### src/rtl/lcd_axis_pkg.sv
// Shared types for the LCD-to-AXI-Stream transmit path: capture state,
// FIFO word layout and pixel packing.
package lcd_axis_pkg;

    typedef enum logic [1:0] {
        WAIT_VS,
        ACTIVE,
        DROP
    } state_e;

    typedef struct packed {
        logic        tuser;
        logic        tlast;
        logic [31:0] tdata;
    } fifo_word_t;

    localparam int FIFO_WORD_W = $bits(fifo_word_t);

    function automatic logic [31:0] pack_pixel(input logic [23:0] rgb);
        return {8'h00, rgb};
    endfunction

endpackage

### src/rtl/sync_fifo_fwft.sv
// Single-clock first-word-fall-through FIFO. The head entry is visible on
// pop_data whenever empty is low; a full FIFO accepts a push alongside a pop.
module sync_fifo_fwft #(
    parameter int WIDTH = 34,
    parameter int DEPTH = 16
) (
    input  logic             clk,
    input  logic             rst,
    input  logic             push,
    input  logic [WIDTH-1:0] push_data,
    input  logic             pop,
    output logic [WIDTH-1:0] pop_data,
    output logic             full,
    output logic             empty
);

    localparam int AW = $clog2(DEPTH);
    localparam logic [AW:0] DEPTH_CNT = DEPTH[AW:0];

    logic [WIDTH-1:0] mem_q [DEPTH];
    logic [AW-1:0]    wr_ptr_q, wr_ptr_d;
    logic [AW-1:0]    rd_ptr_q, rd_ptr_d;
    logic [AW:0]      count_q, count_d;
    logic             do_push, do_pop;

    assign full     = (count_q == DEPTH_CNT);
    assign empty    = (count_q == '0);
    assign pop_data = empty ? '0 : mem_q[rd_ptr_q];

    always_comb begin
        do_pop   = pop && !empty;
        do_push  = push && (!full || do_pop);
        wr_ptr_d = do_push ? wr_ptr_q + 1'b1 : wr_ptr_q;
        rd_ptr_d = do_pop  ? rd_ptr_q + 1'b1 : rd_ptr_q;
        count_d  = count_q;
        if (do_push && !do_pop) begin
            count_d = count_q + 1'b1;
        end else if (!do_push && do_pop) begin
            count_d = count_q - 1'b1;
        end
    end

    always_ff @(posedge clk or posedge rst) begin
        if (rst) begin
            wr_ptr_q <= '0;
            rd_ptr_q <= '0;
            count_q  <= '0;
        end else begin
            wr_ptr_q <= wr_ptr_d;
            rd_ptr_q <= rd_ptr_d;
            count_q  <= count_d;
        end
    end

    // NOTE: storage has no reset; entries are only read after being written and empty masks pop_data.
    always_ff @(posedge clk) begin
        if (do_push) begin
            mem_q[wr_ptr_q] <= push_data;
        end
    end

endmodule

### src/rtl/lcd_axis_tx.sv
// Parallel LCD video (vs/de/rgb with pixel enable) to AXI4-Stream master with
// frame-start on tuser, end-of-line on tlast, overflow drop and geometry checks.
module lcd_axis_tx
    import lcd_axis_pkg::*;
#(
    parameter int H_ACTIVE   = 480,
    parameter int V_ACTIVE   = 272,
    parameter int FIFO_DEPTH = 16
) (
    input  logic        clk,
    input  logic        rst,
    input  logic        vid_ce,
    input  logic        vid_vs,
    input  logic        vid_de,
    input  logic [23:0] vid_rgb,
    output logic [31:0] m_axis_tdata,
    output logic        m_axis_tvalid,
    input  logic        m_axis_tready,
    output logic        m_axis_tuser,
    output logic        m_axis_tlast,
    output logic        ovf,
    output logic        geom_err,
    input  logic        clr,
    output logic [15:0] frame_cnt
);

    localparam logic [15:0] H_LEN = 16'(H_ACTIVE);
    localparam logic [15:0] V_LEN = 16'(V_ACTIVE);

    state_e      state_q, state_d;
    logic        vs_prev_q, vs_prev_d;
    logic        hold_v_q, hold_v_d;
    logic [23:0] hold_px_q, hold_px_d;
    logic        hold_sof_q, hold_sof_d;
    logic        sof_pend_q, sof_pend_d;
    logic        has_line_q, has_line_d;
    logic [15:0] pix_cnt_q, pix_cnt_d;
    logic [15:0] line_cnt_q, line_cnt_d;
    logic [15:0] frame_cnt_q, frame_cnt_d;
    logic        ovf_q, ovf_d;
    logic        geom_err_q, geom_err_d;

    logic        capture, vs_rise;
    logic        push_req, push_last, push_ok;
    logic        fifo_full, fifo_empty, fifo_pop;
    fifo_word_t  push_word, pop_word;

    assign fifo_pop = !fifo_empty && m_axis_tready;

    // NOTE: every variable gets its default first so no path can infer a latch.
    always_comb begin
        state_d     = state_q;
        vs_prev_d   = vs_prev_q;
        hold_v_d    = hold_v_q;
        hold_px_d   = hold_px_q;
        hold_sof_d  = hold_sof_q;
        sof_pend_d  = sof_pend_q;
        has_line_d  = has_line_q;
        pix_cnt_d   = pix_cnt_q;
        line_cnt_d  = line_cnt_q;
        frame_cnt_d = frame_cnt_q;
        ovf_d       = ovf_q;
        geom_err_d  = geom_err_q;
        push_req    = 1'b0;
        push_last   = 1'b0;

        capture = vid_ce && vid_de;
        vs_rise = vid_ce && vid_vs && !vs_prev_q;
        if (vid_ce) begin
            vs_prev_d = vid_vs;
        end

        // Clear first so that any set later in this cycle wins.
        if (clr) begin
            ovf_d      = 1'b0;
            geom_err_d = 1'b0;
        end

        // The held pixel leaves as end-of-line on de-low or a new frame,
        // otherwise as a mid-line pixel when the next one arrives.
        if (state_q == ACTIVE && hold_v_q) begin
            if (vs_rise || (vid_ce && !vid_de)) begin
                push_req  = 1'b1;
                push_last = 1'b1;
                hold_v_d  = 1'b0;
            end else if (capture) begin
                push_req = 1'b1;
            end
        end
        push_ok = push_req && (!fifo_full || m_axis_tready);

        if (push_req && !push_ok) begin
            ovf_d    = 1'b1;
            hold_v_d = 1'b0;
            state_d  = DROP;
        end else if (push_ok) begin
            if (push_last) begin
                if ((pix_cnt_q + 16'd1) != H_LEN) begin
                    geom_err_d = 1'b1;
                end
                pix_cnt_d  = '0;
                line_cnt_d = line_cnt_q + 16'd1;
                has_line_d = 1'b1;
            end else begin
                pix_cnt_d = pix_cnt_q + 16'd1;
            end
        end

        if (vs_rise) begin
            if (state_q == ACTIVE && line_cnt_d != V_LEN) begin
                geom_err_d = 1'b1;
            end
            if (has_line_d) begin
                frame_cnt_d = frame_cnt_q + 16'd1;
            end
            has_line_d = 1'b0;
            pix_cnt_d  = '0;
            line_cnt_d = '0;
            sof_pend_d = 1'b1;
            state_d    = ACTIVE;
        end

        if (capture && state_d == ACTIVE) begin
            hold_v_d   = 1'b1;
            hold_px_d  = vid_rgb;
            hold_sof_d = sof_pend_d;
            sof_pend_d = 1'b0;
        end

        push_word.tuser = hold_sof_q;
        push_word.tlast = push_last;
        push_word.tdata = pack_pixel(hold_px_q);
    end

    // NOTE: state registers use non-blocking assignments so every flop samples pre-edge values.
    always_ff @(posedge clk or posedge rst) begin
        if (rst) begin
            state_q     <= WAIT_VS;
            vs_prev_q   <= 1'b0;
            hold_v_q    <= 1'b0;
            hold_px_q   <= '0;
            hold_sof_q  <= 1'b0;
            sof_pend_q  <= 1'b0;
            has_line_q  <= 1'b0;
            pix_cnt_q   <= '0;
            line_cnt_q  <= '0;
            frame_cnt_q <= '0;
            ovf_q       <= 1'b0;
            geom_err_q  <= 1'b0;
        end else begin
            state_q     <= state_d;
            vs_prev_q   <= vs_prev_d;
            hold_v_q    <= hold_v_d;
            hold_px_q   <= hold_px_d;
            hold_sof_q  <= hold_sof_d;
            sof_pend_q  <= sof_pend_d;
            has_line_q  <= has_line_d;
            pix_cnt_q   <= pix_cnt_d;
            line_cnt_q  <= line_cnt_d;
            frame_cnt_q <= frame_cnt_d;
            ovf_q       <= ovf_d;
            geom_err_q  <= geom_err_d;
        end
    end

    sync_fifo_fwft #(
        .WIDTH (FIFO_WORD_W),
        .DEPTH (FIFO_DEPTH)
    ) u_fifo (
        .clk       (clk),
        .rst       (rst),
        .push      (push_ok),
        .push_data (push_word),
        .pop       (fifo_pop),
        .pop_data  (pop_word),
        .full      (fifo_full),
        .empty     (fifo_empty)
    );

    assign m_axis_tvalid = !fifo_empty;
    assign m_axis_tdata  = pop_word.tdata;
    assign m_axis_tuser  = pop_word.tuser;
    assign m_axis_tlast  = pop_word.tlast;
    assign ovf           = ovf_q;
    assign geom_err      = geom_err_q;
    assign frame_cnt     = frame_cnt_q;

endmodule
### config.mk
export PLATFORM = sky130hd
export DESIGN_NAME = lcd_axis_tx
export DESIGN_NICKNAME = d
export VERILOG_FILES = /design/src/rtl/lcd_axis_pkg.sv /design/src/rtl/sync_fifo_fwft.sv /design/src/rtl/lcd_axis_tx.sv
export SDC_FILE = /design/constraint.sdc
export NUM_CORES = 1
export LEC_CHECK = 0
export ABC_CLOCK_PERIOD_IN_PS = 5800
export BUFFER_PORTS_ARGS = -buffer_cell sky130_fd_sc_hd__buf_2
export CORE_ASPECT_RATIO = 1.1
export CORE_MARGIN = 5
export CORE_UTILIZATION = 50
export CTS_CLUSTER_SIZE = 24
export DETAILED_ROUTE_END_ITERATION = 10
export GPL_ROUTABILITY_DRIVEN = 0
export PLACE_DENSITY = 0.66
export SLEW_MARGIN = 20
export SYNTH_ARGS = -nofsm -noshare
export SYNTH_HDL_FRONTEND = slang
export SYNTH_HIERARCHICAL = 1
export SYNTH_SLANG_ARGS = --single-unit
### constraint.sdc
create_clock -name clk -period 5.8 [get_ports clk]
set_clock_uncertainty 0.15 [all_clocks]
set_input_delay 0.29 -clock clk [delete_from_list [all_inputs] [get_ports clk]]
set_output_delay 0.29 -clock clk [all_outputs]
set_load 0.02 [all_outputs]
==> results.cfg <==
[sta]
tightest_slew_ns = 1.09
post-route-period-util = 0.660
fmax_mhz = 261
slew_viol_final = 0
min_period_ns = 3.83
tns_ns = 0
final_hold_viol_count = 0
maxSlewHeadroom = 0.271
setup_viol = 0
rsz0062_at_grt = false

[setup_path]
cp_slowest_stage_delay_ns = 0.81
path_depth = 6
slowest_stage = o211ai_4
r2r_slack_ns = 2.03
cp_top_family = compound AO/OA/AOI/OAI gates
path_cells = or4_4 > o211ai_4 > buf_4 > nor2b_1 > a221o_1 > buf_2
cp_num_buf_inv = 2
critical_path_class = flip-flop to output pin
reg2reg_depth = 11
end_kind = output pin
path_max_fanout = 21
startpoint_type = flip-flop
cp.arrival_ns = 3.39
cp.required_ns = 5.36

[floorplanning]
die_h_um = 247
coreArea_um2 = 50400
die_area_um2 = 55700
die_width_um = 225
start_util = 0.507
io-pin-count = 84
fp-row-count = 86

[layout]
n_antenna_cell = 0
layout_common_cells = 544 x edfxtp_1, 136 x mux4_2, 128 x conb_1
drive_gt1_frac = 0.273
area_growth_pct = 16.5
layout.cells.non_filler = 2291
fin_nets = 1623
final_common_cell = edfxtp_1

[global_routing]
grt_overflow = 0
grt_pass1_vias = 13500
antenna_found_initial = 0
grt_max_degree = 70
grt_pass1_wl_mm = 81.1
grtUsageTotal = 0.192

[hold_path]
hold_depth = 4
hold_class = input port to flip-flop

[yosys]
synthArstFlopShare = 0.147
netlist_area_um2 = 25500
synth_cells = 1302
seq_area_frac_synth = 0.732
synth-edff-count = 544
yosysUniqueCellTypes = 70
yosys_warnings = 6
yosys_register_bits = 638
synth.avg_cell_area_um2 = 19.6
ys.flop_type = edfxtp_1

[power]
power.sequential.fraction = 0.440
swShare = 0.304
powerDensity_nw_per_um2 = 484
p_clk_frac = 0.283
p_leak_nw = 10.4
ir_drop_mv = 0.334
combPwrFrac = 0.277
p_int_mw = 10.0
p_sw_mw = 4.38

[clock_network]
clockBufferDepth = 3
root_buffer = clkbuf_16
cts_resized = 0
clock_latency_ns = 0.59
cts.sinks = 638
htreeDepth = 3
cts_tree = built
cts_buffers = 66
cts_setup_buffers = 0
clk_pin_slew_ns = 0.06

[outcome]
status = complete, no violations

[detailed_routing]
drt-wirelength-per-cell_um = 22.7
vias = 12800
first_pass_iters = 5
drt_iter0_drc = 902
drtAntennaViolNets = 0
drc = 0
vias_per_cell = 5.58
wl_mm = 52.0

[placed_design]
hpwlAfterDp_mm = 29.5
port_buffers = 83
placed_cells = 2141

[flow_run]
cap_violations = 0
-- per-layer routing --
metal / routed length [um] / up-vias / GRT usage / part of all wire
met4: 887 / 0 / 0.0498 / 0.017
met1: 22100 / 6706 / 0.272 / 0.43
met5: 0 / - / 0 / 0
met2: 26400 / 319 / 0.319 / 0.51
met3: 2610 / 55 / 0.0292 / 0.050
li1: - / 5697 / - / -
-- stage by stage --
step	setup WS (ns)	power (mW)	util	hold WS [ns]	cell area (um^2)
global placement	2.10	10.4	0.543	0.160	27300
global route	1.79	15.1	0.591	0.0792	29700
CTS	1.88	14.6	0.591	0.00977	29700
detailed placement	2.06	10.5	0.543	0.160	27300
floorplan	1.52	9.18	-	0.0170	26000
finish	1.97	14.4	0.591	0.0481	29700
-- registers in the layout, indices dropped and copies added, names as in the netlist, 2 cells and up --
signal           cells
u_fifo/mem_q       544
pix_cnt_q           16
state_q              2
u_fifo/wr_ptr_q      4
u_fifo/rd_ptr_q      4
hold_px_q           24
frame_cnt           16
u_fifo/count_q       5
line_cnt_q          16
-- cells by family (layout without fill, tap and decap cells) --
logic type,Yosys count,in the layout,share of synthesized area
other,1,128,0.000147
muxes,203,203,0.152
adders and majority gates,13,13,0.00666
AOI/OAI and AO/OA,107,107,0.0329
xor gates and xnor gates,37,37,0.0127
and+or+nand+nor,226,226,0.0492
buffers and inverters,77,279,0.0148
DFF,638,638,0.732
-- synth_stat cells, types with 14 or more instances --
| cell type | number | area share |
|---|---|---|
| edfxtp_1 | 544 | 0.64 |
| a21oi_1 | 14 | 0.0027 |
| xnor2_1 | 19 | 0.0065 |
| mux2_2 | 47 | 0.021 |
| nor2b_1 | 36 | 0.0088 |
| inv_1 | 15 | 0.0022 |
| mux2_4 | 16 | 0.0094 |
| buf_2 | 20 | 0.0039 |
| dfrtp_1 | 94 | 0.092 |
| clkbuf_1 | 24 | 0.0035 |
| a221o_1 | 35 | 0.014 |
| o21ai_0 | 20 | 0.0039 |
| nand2_1 | 42 | 0.0062 |
| mux4_2 | 136 | 0.12 |
| xor2_1 | 18 | 0.0062 |
| nor2_1 | 61 | 0.0090 |
-- power by group through the flow --
stage	Clock (mW)	Combinational, mW	Sequential (mW)
2_1_floorplan	0	3.04	6.14
6_report	4.08	3.98	6.33
5_1_grt	4.39	4.30	6.43
3_5_place_dp	0	4.04	6.45
3_3_place_gp	0	4.01	6.40
4_1_cts	4.17	4.07	6.35
-- timing repair --
item,CTS,global route
hold endpoints to repair,59,0
hold buffers,30,0
setup endpoints to repair,0,0
-- final cells by class --
class | instances | area, um^2
clock inverter | 30 | 303
multi-input combinational | 714 | 7080
sequential | 638 | 18700
tap | 660 | 826
inverter | 15 | 58.8
timing repair buffer | 144 | 977
clock buffer | 90 | 1790
fill | 3732 | 20600
-- worst register-to-register path, delay by kind of cell (launching register included) --
kind	cells	cell delay, ns
fa+ha+maj	2	0.58
buf+inv	1	0.18
flops	1	0.43
simple gates	3	0.91
compound gates	5	1.40
-- final timing paths --
check	from	to
worst max-delay path	u_fifo/count_q[0]	m_axis_tdata[2]
worst min-delay path	vid_de	has_line_q
worst max register to register	u_fifo/count_q[0]	u_fifo/count_q[4]
worst min register to register	frame_cnt[7]	frame_cnt[7]
max in group asynchronous	rst	hold_px_q[6]
min in group asynchronous	rst	hold_px_q[2]
Power figures use the tool's default switching activity.
